### src/rtl/he_cmd_queue.sv
// Wishbone-mapped command FIFO feeding the LWE core one instruction at a time, with completion status and irq.
// Latency: ack 1 cycle after strobe, push takes effect on the ack edge, cmd_* driven combinationally from the FIFO head.
// Backpressure: head held on cmd_* until cmd_ready_i; a push into a full FIFO with no same-edge pop is dropped and flags overflow.
module he_cmd_queue #(
  parameter logic [31:0] CMDQ_BASE      = 32'h3000_0800,
  parameter int          ADDR_WIDTH     = 9,
  parameter int          FIFO_DEPTH     = 4,
  parameter int          DONE_CNT_WIDTH = 8
) (
  input  logic                  wb_clk_i,
  input  logic                  wb_rst_n_i,
  input  logic                  wbs_stb_i,
  input  logic                  wbs_cyc_i,
  input  logic                  wbs_we_i,
  input  logic [3:0]            wbs_sel_i,
  input  logic [31:0]           wbs_adr_i,
  input  logic [31:0]           wbs_dat_i,
  output logic                  wbs_ack_o,
  output logic [31:0]           wbs_dat_o,
  output logic                  cmd_valid_o,
  input  logic                  cmd_ready_i,
  output logic [1:0]            cmd_op_o,
  output logic [ADDR_WIDTH-1:0] cmd_src0_o,
  output logic [ADDR_WIDTH-1:0] cmd_src1_o,
  output logic [ADDR_WIDTH-1:0] cmd_dest_o,
  input  logic                  core_done_i,
  output logic                  irq_o
);

  localparam int PW  = $clog2(FIFO_DEPTH);
  localparam int CW  = PW + 1;
  localparam int EW  = 2 + 3 * ADDR_WIDTH;
  localparam int DW8 = (DONE_CNT_WIDTH < 8) ? DONE_CNT_WIDTH : 8;

  if (EW > 31) begin : g_bad_addr_width
    $error("he_cmd_queue: 2+3*ADDR_WIDTH must not exceed 31");
  end
  if (FIFO_DEPTH < 2 || FIFO_DEPTH > 128 || (1 << PW) != FIFO_DEPTH) begin : g_bad_depth
    $error("he_cmd_queue: FIFO_DEPTH must be a power of two in 2..128");
  end

  logic [EW-1:0]             mem [FIFO_DEPTH];
  logic [PW-1:0]             wr_ptr, rd_ptr;
  logic [CW-1:0]             count;
  logic                      busy, overflow, spurious, irq_en;
  logic [DONE_CNT_WIDTH-1:0] done_cnt;
  logic [31:0]               rdata;
  logic [EW-1:0]             head;

  // Bus decode: an access completes on the edge where ack is already high
  logic       hit, acc_wr;
  logic [1:0] off;
  assign hit    = wbs_cyc_i && wbs_stb_i && (wbs_adr_i[31:4] == CMDQ_BASE[31:4]);
  assign acc_wr = hit && wbs_ack_o && wbs_we_i;
  assign off    = wbs_adr_i[3:2];

  logic push_req, ctrl_wr, flush, clr_ovf, ld_ien, clr_done, clr_spur;
  assign push_req = acc_wr && (off == 2'd0) && wbs_dat_i[31];
  assign ctrl_wr  = acc_wr && (off == 2'd2);
  assign clr_ovf  = ctrl_wr && wbs_dat_i[0];
  assign flush    = ctrl_wr && wbs_dat_i[1];
  assign ld_ien   = ctrl_wr && wbs_dat_i[2];
  assign clr_done = ctrl_wr && wbs_dat_i[4];
  assign clr_spur = ctrl_wr && wbs_dat_i[5];

  logic empty, full, pop, push, ovf_set;
  assign empty       = (count == '0);
  assign full        = (count == CW'(FIFO_DEPTH));
  assign cmd_valid_o = !empty && !busy;
  assign pop         = cmd_valid_o && cmd_ready_i;
  assign push        = push_req && (!full || pop);
  assign ovf_set     = push_req && full && !pop;

  // Head fields are zeroed while the FIFO is empty so the core never sees stale entries
  assign head       = empty ? '0 : mem[rd_ptr];
  assign cmd_op_o   = head[1:0];
  assign cmd_src0_o = head[2 +: ADDR_WIDTH];
  assign cmd_src1_o = head[2 + ADDR_WIDTH +: ADDR_WIDTH];
  assign cmd_dest_o = head[2 + 2 * ADDR_WIDTH +: ADDR_WIDTH];

  // sel, low address bits and the unused top of the write word carry no meaning here
  logic unused_bits;
  assign unused_bits = ^{wbs_sel_i, wbs_adr_i[1:0], wbs_dat_i};

  // Command storage; contents are don't-care until pointed at, so no reset
  always_ff @(posedge wb_clk_i) begin
    if (push) mem[wr_ptr] <= wbs_dat_i[EW-1:0];
  end

  // FIFO pointers and occupancy; flush drops everything, a same-edge pop has already dispatched its entry
  always_ff @(posedge wb_clk_i or negedge wb_rst_n_i) begin
    if (!wb_rst_n_i) begin
      wr_ptr <= '0;
      rd_ptr <= '0;
      count  <= '0;
    end else if (flush) begin
      wr_ptr <= '0;
      rd_ptr <= '0;
      count  <= '0;
    end else begin
      if (push) wr_ptr <= wr_ptr + PW'(1);
      if (pop)  rd_ptr <= rd_ptr + PW'(1);
      count <= count + CW'(push) - CW'(pop);
    end
  end

  // In-flight tracking, completion counter, sticky flags and the registered interrupt
  always_ff @(posedge wb_clk_i or negedge wb_rst_n_i) begin
    if (!wb_rst_n_i) begin
      busy     <= 1'b0;
      done_cnt <= '0;
      overflow <= 1'b0;
      spurious <= 1'b0;
      irq_en   <= 1'b0;
      irq_o    <= 1'b0;
    end else begin
      if (pop)              busy <= 1'b1;
      else if (core_done_i) busy <= 1'b0;

      if (clr_done)
        done_cnt <= '0;
      else if (core_done_i && busy && done_cnt != {DONE_CNT_WIDTH{1'b1}})
        done_cnt <= done_cnt + DONE_CNT_WIDTH'(1);

      if (ovf_set)      overflow <= 1'b1;
      else if (clr_ovf) overflow <= 1'b0;

      if (core_done_i && !busy) spurious <= 1'b1;
      else if (clr_spur)        spurious <= 1'b0;

      if (ld_ien) irq_en <= wbs_dat_i[3];

      irq_o <= irq_en && ((done_cnt != '0) || overflow || spurious);
    end
  end

  // Register read mux
  always_comb begin
    rdata = '0;
    case (off)
      2'd1: begin
        rdata[CW-1:0]    = count;
        rdata[8]         = empty;
        rdata[9]         = full;
        rdata[10]        = busy;
        rdata[11]        = overflow;
        rdata[12]        = spurious;
        rdata[16 +: DW8] = done_cnt[DW8-1:0];
        rdata[24]        = irq_en;
        rdata[31]        = irq_o;
      end
      2'd2:    rdata[0] = irq_en;
      default: rdata = '0;
    endcase
  end

  // Single-cycle ack per access; read data only valid alongside ack
  always_ff @(posedge wb_clk_i or negedge wb_rst_n_i) begin
    if (!wb_rst_n_i) begin
      wbs_ack_o <= 1'b0;
      wbs_dat_o <= '0;
    end else begin
      wbs_ack_o <= hit && !wbs_ack_o;
      wbs_dat_o <= (hit && !wbs_ack_o) ? rdata : 32'h0;
    end
  end

endmodule

### config.mk
export PLATFORM = sky130hd
export DESIGN_NAME = he_cmd_queue
export DESIGN_NICKNAME = d
export VERILOG_FILES = /design/src/rtl/he_cmd_queue.sv
export SDC_FILE = /design/constraint.sdc
export NUM_CORES = 1
export LEC_CHECK = 0
export CORE_MARGIN = 3
export CORE_UTILIZATION = 51
export CTS_CLUSTER_DIAMETER = 80
export DETAILED_ROUTE_END_ITERATION = 8
export GPL_TIMING_DRIVEN = 1
export PLACE_DENSITY = 0.91
export SYNTH_ARGS = -nofsm -noshare
export SYNTH_HDL_FRONTEND = slang
export SYNTH_SLANG_ARGS = --single-unit
export TNS_END_PERCENT = 20
### constraint.sdc
create_clock -name wb_clk_i -period 2.9 [get_ports wb_clk_i]
set_input_delay 0.87 -clock wb_clk_i [delete_from_list [all_inputs] [get_ports wb_clk_i]]
set_output_delay 0.87 -clock wb_clk_i [all_outputs]
set_load 0.005 [all_outputs]
# [After elaboration in Yosys (flattened, before gate mapping)]
# Memories as Yosys holds them, arrays and structs flattened.
# Cells that the tools add are included.
[totals] reg_bits=53 ram_bits=116 mem_count=1
[classes] add_sub_neg=5 eq_ne=5 mux=22 reduce_logical=39
[memory_table] name="mem" words=4 word_bits=29 read_ports=1 rd_ports_with_merged_regs=0 wr=1 line="42" text="logic [EW-1:0] mem [FIFO_DEPTH];"
[op_table] op="$mux W32" count=1
[op_table] op="$mux W29" count=1
[op_table] op="$eq A28 B26 Y1 const B" count=1
[op_table] op="$logic_and A1 B1 Y1" count=22
[op_table] op="$mux W8" count=2
[op_table] op="$reduce_bool A2 Y1" count=6
[op_table] op="$mux W2" count=5
[op_table] op="$mux W1" count=9
[op_table] op="$mux W9" count=1
[op_table] op="$add A8 B1 Y8 const B" count=1
[op_table] op="$ne A8 B8 Y1 const B" count=1
[op_table] op="$reduce_bool A8 Y1" count=1
[op_table] op="$logic_not A1 Y1" count=5
[op_table] op="$mux W5" count=1
[op_table] op="$add A2 B1 Y2 const B" count=2
[op_table] op="$add A3 B1 Y3" count=1
[op_table] op="$eq A3 B3 Y1 const B" count=1
[op_table] op="$logic_not A3 Y1" count=1
[op_table] op="$logic_or A1 B1 Y1" count=3
[op_table] op="$mux W3" count=1
[op_table] op="$sub A3 B1 Y3" count=1
[op_table] op="$eq A2 B1 Y1 const B" count=1
[op_table] op="$eq A2 B2 Y1 const B" count=1
[op_table] op="$logic_not A2 Y1" count=1
[op_table] op="$pmux W1 S2" count=1

# [Depth between registers and ports, before layout]
# Gate-level depths: netlist of run 1.
[depth] depth_word=10 ltp_mapped=14

# [Worst setup path after synthesis of run 1]
# Ideal clock, no wire load.
[synth_timing] path_kind="input port to flip-flop" start="in wbs_adr_i[4]" end="reg count[2]" setup_ns=0.134 t_arrival_ns=3.098 setup_slack_ns=-0.333 stages=12 path_buffers=0 cell_sequence="nor4_2 > nand4_2 > nor3_1 > inv_1 > ha_1 > inv_1 > ha_1 > inv_1 > fa_1 > xor2_1 > xnor2_1 > nor2_1"
[synth_via] elab_chain_cells=10 elab_cells_between_ends=12 cone_classes="add/sub (2); eq/ne (1); mux (1); reduce/logical (8)"
[synth_lines] element="from (decl)" line="16" text="input logic [31:0] wbs_adr_i,"
[synth_lines] element="$eq A28 B26 Y1 *" line="53" text="assign hit = wbs_cyc_i && wbs_stb_i && (wbs_adr_i[31:4] == CMDQ_BASE[31:4]);"
[synth_lines] element="$logic_and A1 B1 Y1 *" line="53"
[synth_lines] element="$logic_and A1 B1 Y1 * (2 in a row)" line="54" text="assign acc_wr = hit && wbs_ack_o && wbs_we_i;"
[synth_lines] element="$logic_and A1 B1 Y1 (2 in a row)" line="58" text="assign push_req = acc_wr && (off == 2'd0) && wbs_dat_i[31];"
[synth_lines] element="$logic_and A1 B1 Y1" line="71" text="assign push = push_req && (!full || pop);"
[synth_lines] element="$add A3 B1 Y3" line="103" text="count <= count + CW'(push) - CW'(pop);"
[synth_lines] element="$sub A3 B1 Y3" line="103"
[synth_lines] element="$mux W3 *" line="96" text="end else if (flush) begin"
[synth_lines] element="to (signal assigned)" line="103"
[synth_lines] element="to (decl)" line="44" text="logic [CW-1:0] count;"
# Every way passes the cells marked *; elsewhere a longest branch is shown, timed or not.
# A chain may end at the register's enable or synchronous reset.

# [Worst setup path after layout of run 1]
[layout_timing] start="reg rd_ptr[0]" end="out cmd_src0_o[2]"
[layout_via] elab_chain_cells=2
[layout_lines] element="from (decl)" line="43" text="logic [PW-1:0] wr_ptr, rd_ptr;"
[layout_lines] element="from (signal assigned)" line="102" text="if (pop) rd_ptr <= rd_ptr + PW'(1);"
[layout_lines] element="$mem_v2 Z4 W29"
[layout_lines] element="$mux W29" line="75" text="assign head = empty ? '0 : mem[rd_ptr];"
[layout_lines] element="to (decl)" line="23" text="output logic [ADDR_WIDTH-1:0] cmd_src0_o,"
# No other way between the ends.

==> results.rst, run 1 <==
.. list-table::
   :header-rows: 1

   * - Metric
     - Value
   * - Result of the run
     - complete, no violations
   * - Share of final-layout standard cells stronger than drive strength 1
     - 0.2727
   * - Critical Setup Path Class
     - reg2out
   * - Starting utilization of the core area
     - 0.5317
   * - Antenna violations before repair
     - 0
   * - Distinct cell type count after synthesis
     - 49
   * - CP Data Required Time
     - ~2.0 ns
   * - Avg Inst Size Synth
     - about 17 um^2
   * - Period Utilization, post-route
     - 0.9919
   * - Hold violation total from the final report
     - 0
   * - Overall via count from detail_route
     - just under 4,000
   * - Synthesis-stage register bit count
     - roughly 160
   * - Top cell type by total area after synthesis
     - sky130_fd_sc_hd__edfxtp_1
   * - Row cnt
     - 40
   * - Sequential fraction of the synthesis area
     - 0.6868
   * - Placed instance area
     - roughly 0.0081 mm^2
   * - Overall die area
     - 0.01412 mm^2
   * - CTS tree
     - done
   * - Area growth syn-to-layout
     - 37.31%
   * - Element type at the critical path end
     - primary output
   * - Highest Clock Rate
     - about 0.35 GHz
   * - Ys flop type
     - sky130_fd_sc_hd__edfxtp_1
   * - Ratio of total power to cell area
     - around 780 mW/mm^2
   * - Cell at the root of the clock tree
     - sky130_fd_sc_hd__clkbuf_16
   * - Class of the worst hold path
     - reg2reg
   * - Chip Height
     - approximately 120 um
   * - Count of pins over their slew limit
     - 0
   * - Antenna-violating nets left
     - 0
   * - Estimated wirelength of the detail-placed design
     - approximately 8.8 mm
   * - Kind of start point of the critical path
     - flip-flop
   * - Pin count of the biggest net entering global routing
     - 40
   * - Setup skew after layout
     - roughly 0.008 ns
   * - Wire length after detailed routing
     - between 10 and 15 mm
   * - Die boundary width
     - 118.8 um
   * - Final net count
     - about 620
   * - Total of warnings raised by yosys
     - 0
   * - Via count of the first global-routing pass
     - 4,195
   * - Clock sink count
     - ~160
   * - Hold Slack
     - approximately 0.51 ns
   * - Count of port buffers added during placement
     - between 100 and 150
   * - H-tree level count
     - 4
   * - Top-level I/O count
     - between 100 and 150
   * - Remaining design rule violation count
     - 0
   * - Wire length of the first global-routing pass
     - about 22 mm
   * - Post-synth EDFFs
     - between 100 and 150
   * - Post-detailed-route wirelength per cell
     - 19.39 um
   * - Leakage power
     - around 3.6 nW
   * - Final design utilization
     - 0.7300
   * - Async set-reset flop share out of synthesis
     - 0.2516
   * - Overall power of the completed layout
     - 6.919 mW
   * - Global router's overall resource usage
     - 0.2033
   * - Unrepaired setup endpoints after global routing
     - yes
   * - Final design area excluding fillers
     - between 0.008 and 0.009 mm^2
   * - Ant diodes
     - 0
   * - Crit path arrival time
     - ~2 ns
   * - Clock transition at the registers of the reported paths
     - about 0.060 ns
   * - Placer Congestion
     - approximately 0.79
   * - Drt via density
     - about 5.4
   * - Final min period
     - 2.877 ns
   * - Top post-synthesis cells by area
     - sky130_fd_sc_hd__edfxtp_1, sky130_fd_sc_hd__dfrtp_1, sky130_fd_sc_hd__mux4_2
   * - Post-synth top area share
     - 0.5365
   * - Worst slew pin tran
     - around 0.86 ns
   * - Violation count after the first detailed-route iteration
     - 242
   * - Number of violations of the max-capacitance limit
     - 0
   * - Core area
     - 0.01221 mm^2
   * - Final Setup Violations
     - 0
   * - CTS Buf Count
     - 17
   * - Worst-path maximum fanout
     - 5
   * - Post-route setup TNS
     - 0 ns
   * - Maximum count of clock buffers along a single path
     - 2
   * - Hold-fix buffer count after cts
     - 0
   * - Maximum vdd drop
     - between 0.4 and 0.5 mV
   * - Total overflow reported by the global router
     - 0
   * - Post-synthesis instance area
     - 0.006492 mm^2
   * - Mapped Cells
     - approximately 380
   * - Clock insertion delay at the later pin of the skew report
     - ~0.4 ns
   * - Number of detailed-routing iterations run before antenna repair
     - 5
   * - Relative slew margins
     - 0.4295
-- flip-flops by register name, summed over array words and instances (netlist names), 2 cells and up --
register and flops:
wr_ptr 2, count 3, rd_ptr 2, wbs_dat_o 18, done_cnt 8, mem 116
-- Yosys cell counts (2+ instances only) --
master and count:
sky130_fd_sc_hd__mux4_2 29, sky130_fd_sc_hd__nor2_1 12, sky130_fd_sc_hd__nor2b_1 31, sky130_fd_sc_hd__nor4_4 5, sky130_fd_sc_hd__buf_2 3, sky130_fd_sc_hd__xnor2_1 6, sky130_fd_sc_hd__clkbuf_1 6, sky130_fd_sc_hd__buf_4 15
sky130_fd_sc_hd__nand2_1 4, sky130_fd_sc_hd__o31ai_1 4, sky130_fd_sc_hd__and2_1 20, sky130_fd_sc_hd__inv_1 17, sky130_fd_sc_hd__a21oi_1 5, sky130_fd_sc_hd__and4bb_2 2, sky130_fd_sc_hd__and4_1 2, sky130_fd_sc_hd__nor4_2 3
sky130_fd_sc_hd__edfxtp_1 116, sky130_fd_sc_hd__or3_1 2, sky130_fd_sc_hd__nor3_1 3, sky130_fd_sc_hd__ha_1 11, sky130_fd_sc_hd__dfrtp_1 39, sky130_fd_sc_hd__nand4_1 4, sky130_fd_sc_hd__nand3_1 4, sky130_fd_sc_hd__o21ai_0 3
sky130_fd_sc_hd__nor4_1 4, sky130_fd_sc_hd__o41ai_1 2
-- kinds of logic (layout without fill, tap and decap cells) --
group           count (synthesis)  in the layout  share of synthesized area
other cells                     1             14                  0.0005776
buf+inv                        42            204                    0.03469
mux                            31             31                     0.1039
xor+xnor                        7              7                   0.009443
simple gates                  105            105                     0.1158
compound gates                 22             22                    0.02448
fa+ha+maj                      12             12                    0.02428
flops                         155            155                     0.6868
-- metrics by stage --
stage / worst slack [ns] / cells
final: 0.02348 / 718
after global routing: -0.1010 / 718
after CTS: -0.1750 / 716
after detailed placement: -0.6799 / 672
after global placement: -0.5658 / 672
after floorplan: -0.09628 / 388
-- final cells by class --
class                   instances  area, um^2
flip-flops and latches        155        4461
multi-input cells             191        1961
clock inverters                 7       71.32
well taps                     168       210.2
repair buffers                155        1597
fillers                       752        3297
clock buffers                  25       551.8
inverters                      17       63.81
-- worst max-delay path: stages (launching register included) --
cell                            delay [ns]
sky130_fd_sc_hd__dfrtp_2              0.43
sky130_fd_sc_hd__buf_12               0.13
sky130_fd_sc_hd__buf_4                0.13
sky130_fd_sc_hd__mux4_2               0.48
sky130_fd_sc_hd__nor2b_1              0.16
sky130_fd_sc_hd__dlygate4sd2_1        0.27
-- path summary, 6_finish.rpt --
check | depth (start not counted) | end | start | slack [ns]
worst max-delay path | 5 | cmd_src0_o[2] | rd_ptr[0] | 0.02
worst min-delay path | 1 | wbs_dat_o[31] | irq_o | 0.51
worst max register to register | 11 | count[2] | count[1] | 0.27
worst min register to register | 1 | wbs_dat_o[31] | irq_o | 0.51
max in group asynchronous | 1 | rd_ptr[0] | wb_rst_n_i | 1.74
min in group asynchronous | 1 | wbs_dat_o[19] | wb_rst_n_i | 0.57
-- placed cells by master, fill, tap and decap left out, types with 3 or more instances in the layout --
cell,Yosys,routed
sky130_fd_sc_hd__inv_4,0,3
sky130_fd_sc_hd__inv_2,0,3
sky130_fd_sc_hd__inv_1,17,14
sky130_fd_sc_hd__nor2_1,12,12
sky130_fd_sc_hd__nand4_1,4,4
sky130_fd_sc_hd__ha_1,11,9
sky130_fd_sc_hd__nor2b_4,0,4
sky130_fd_sc_hd__dlymetal6s2s_1,0,31
sky130_fd_sc_hd__a21oi_1,5,5
sky130_fd_sc_hd__dfrtp_1,39,38
sky130_fd_sc_hd__clkbuf_8,0,5
sky130_fd_sc_hd__xnor2_1,6,6
sky130_fd_sc_hd__clkbuf_16,0,19
sky130_fd_sc_hd__o31ai_1,4,4
sky130_fd_sc_hd__clkdlybuf4s15_1,0,9
sky130_fd_sc_hd__clkbuf_2,0,15
sky130_fd_sc_hd__buf_4,15,26
sky130_fd_sc_hd__dlygate4sd2_1,0,8
sky130_fd_sc_hd__nand2_1,4,4
sky130_fd_sc_hd__nor4_4,5,8
sky130_fd_sc_hd__o21ai_0,3,3
sky130_fd_sc_hd__mux4_2,29,29
sky130_fd_sc_hd__nor2b_1,31,26
sky130_fd_sc_hd__nand3_1,4,4
sky130_fd_sc_hd__conb_1,1,14
sky130_fd_sc_hd__and2_2,0,4
sky130_fd_sc_hd__and2_1,20,16
sky130_fd_sc_hd__buf_12,0,8
sky130_fd_sc_hd__clkdlybuf4s50_1,0,52
sky130_fd_sc_hd__edfxtp_1,116,116
sky130_fd_sc_hd__nor4_1,4,4
-- metal layers --
layer | part of all wire | track usage | vias to the layer above
met5 | 0 | 0 | -
met4 | 0.019 | 0.07748 | 0
met3 | 0.066 | 0.05651 | 19
met2 | 0.54 | 0.3492 | 169
met1 | 0.38 | 0.2454 | 1926
li1 | - | - | 1733
-- timing repair --
item | CTS | global route
pin swaps | 3 | 17
cloned | 3 | 0
gates resized for setup | 42 | 84
buffers inserted | 9 | 4
endpoints found under the setup margin | 31 | 28
-- where the power goes --
group	switching, mW	internal, mW	leakage (nW)
sequential	0.127	2.47	1.56
clock	0.832	1.41	0.314
combinational	0.853	1.23	1.76
total	1.81	5.11	3.64
Power figures use the tool's default switching activity.
==> run 2, diff against run 1 <==
--- a/config.mk
+++ b/config.mk
@@ -7,10 +7,11 @@
 export LEC_CHECK = 0
 export CORE_MARGIN = 3
 export CORE_UTILIZATION = 51
-export CTS_CLUSTER_DIAMETER = 80
+export CTS_CLUSTER_DIAMETER = 120
 export DETAILED_ROUTE_END_ITERATION = 8
 export GPL_TIMING_DRIVEN = 1
 export PLACE_DENSITY = 0.91
+export SLEW_MARGIN = 20
 export SYNTH_ARGS = -nofsm -noshare
 export SYNTH_HDL_FRONTEND = slang
 export SYNTH_SLANG_ARGS = --single-unit
==> results of run 2 <==
No change in the layout: final DEF, timing and power equal those of run 1.
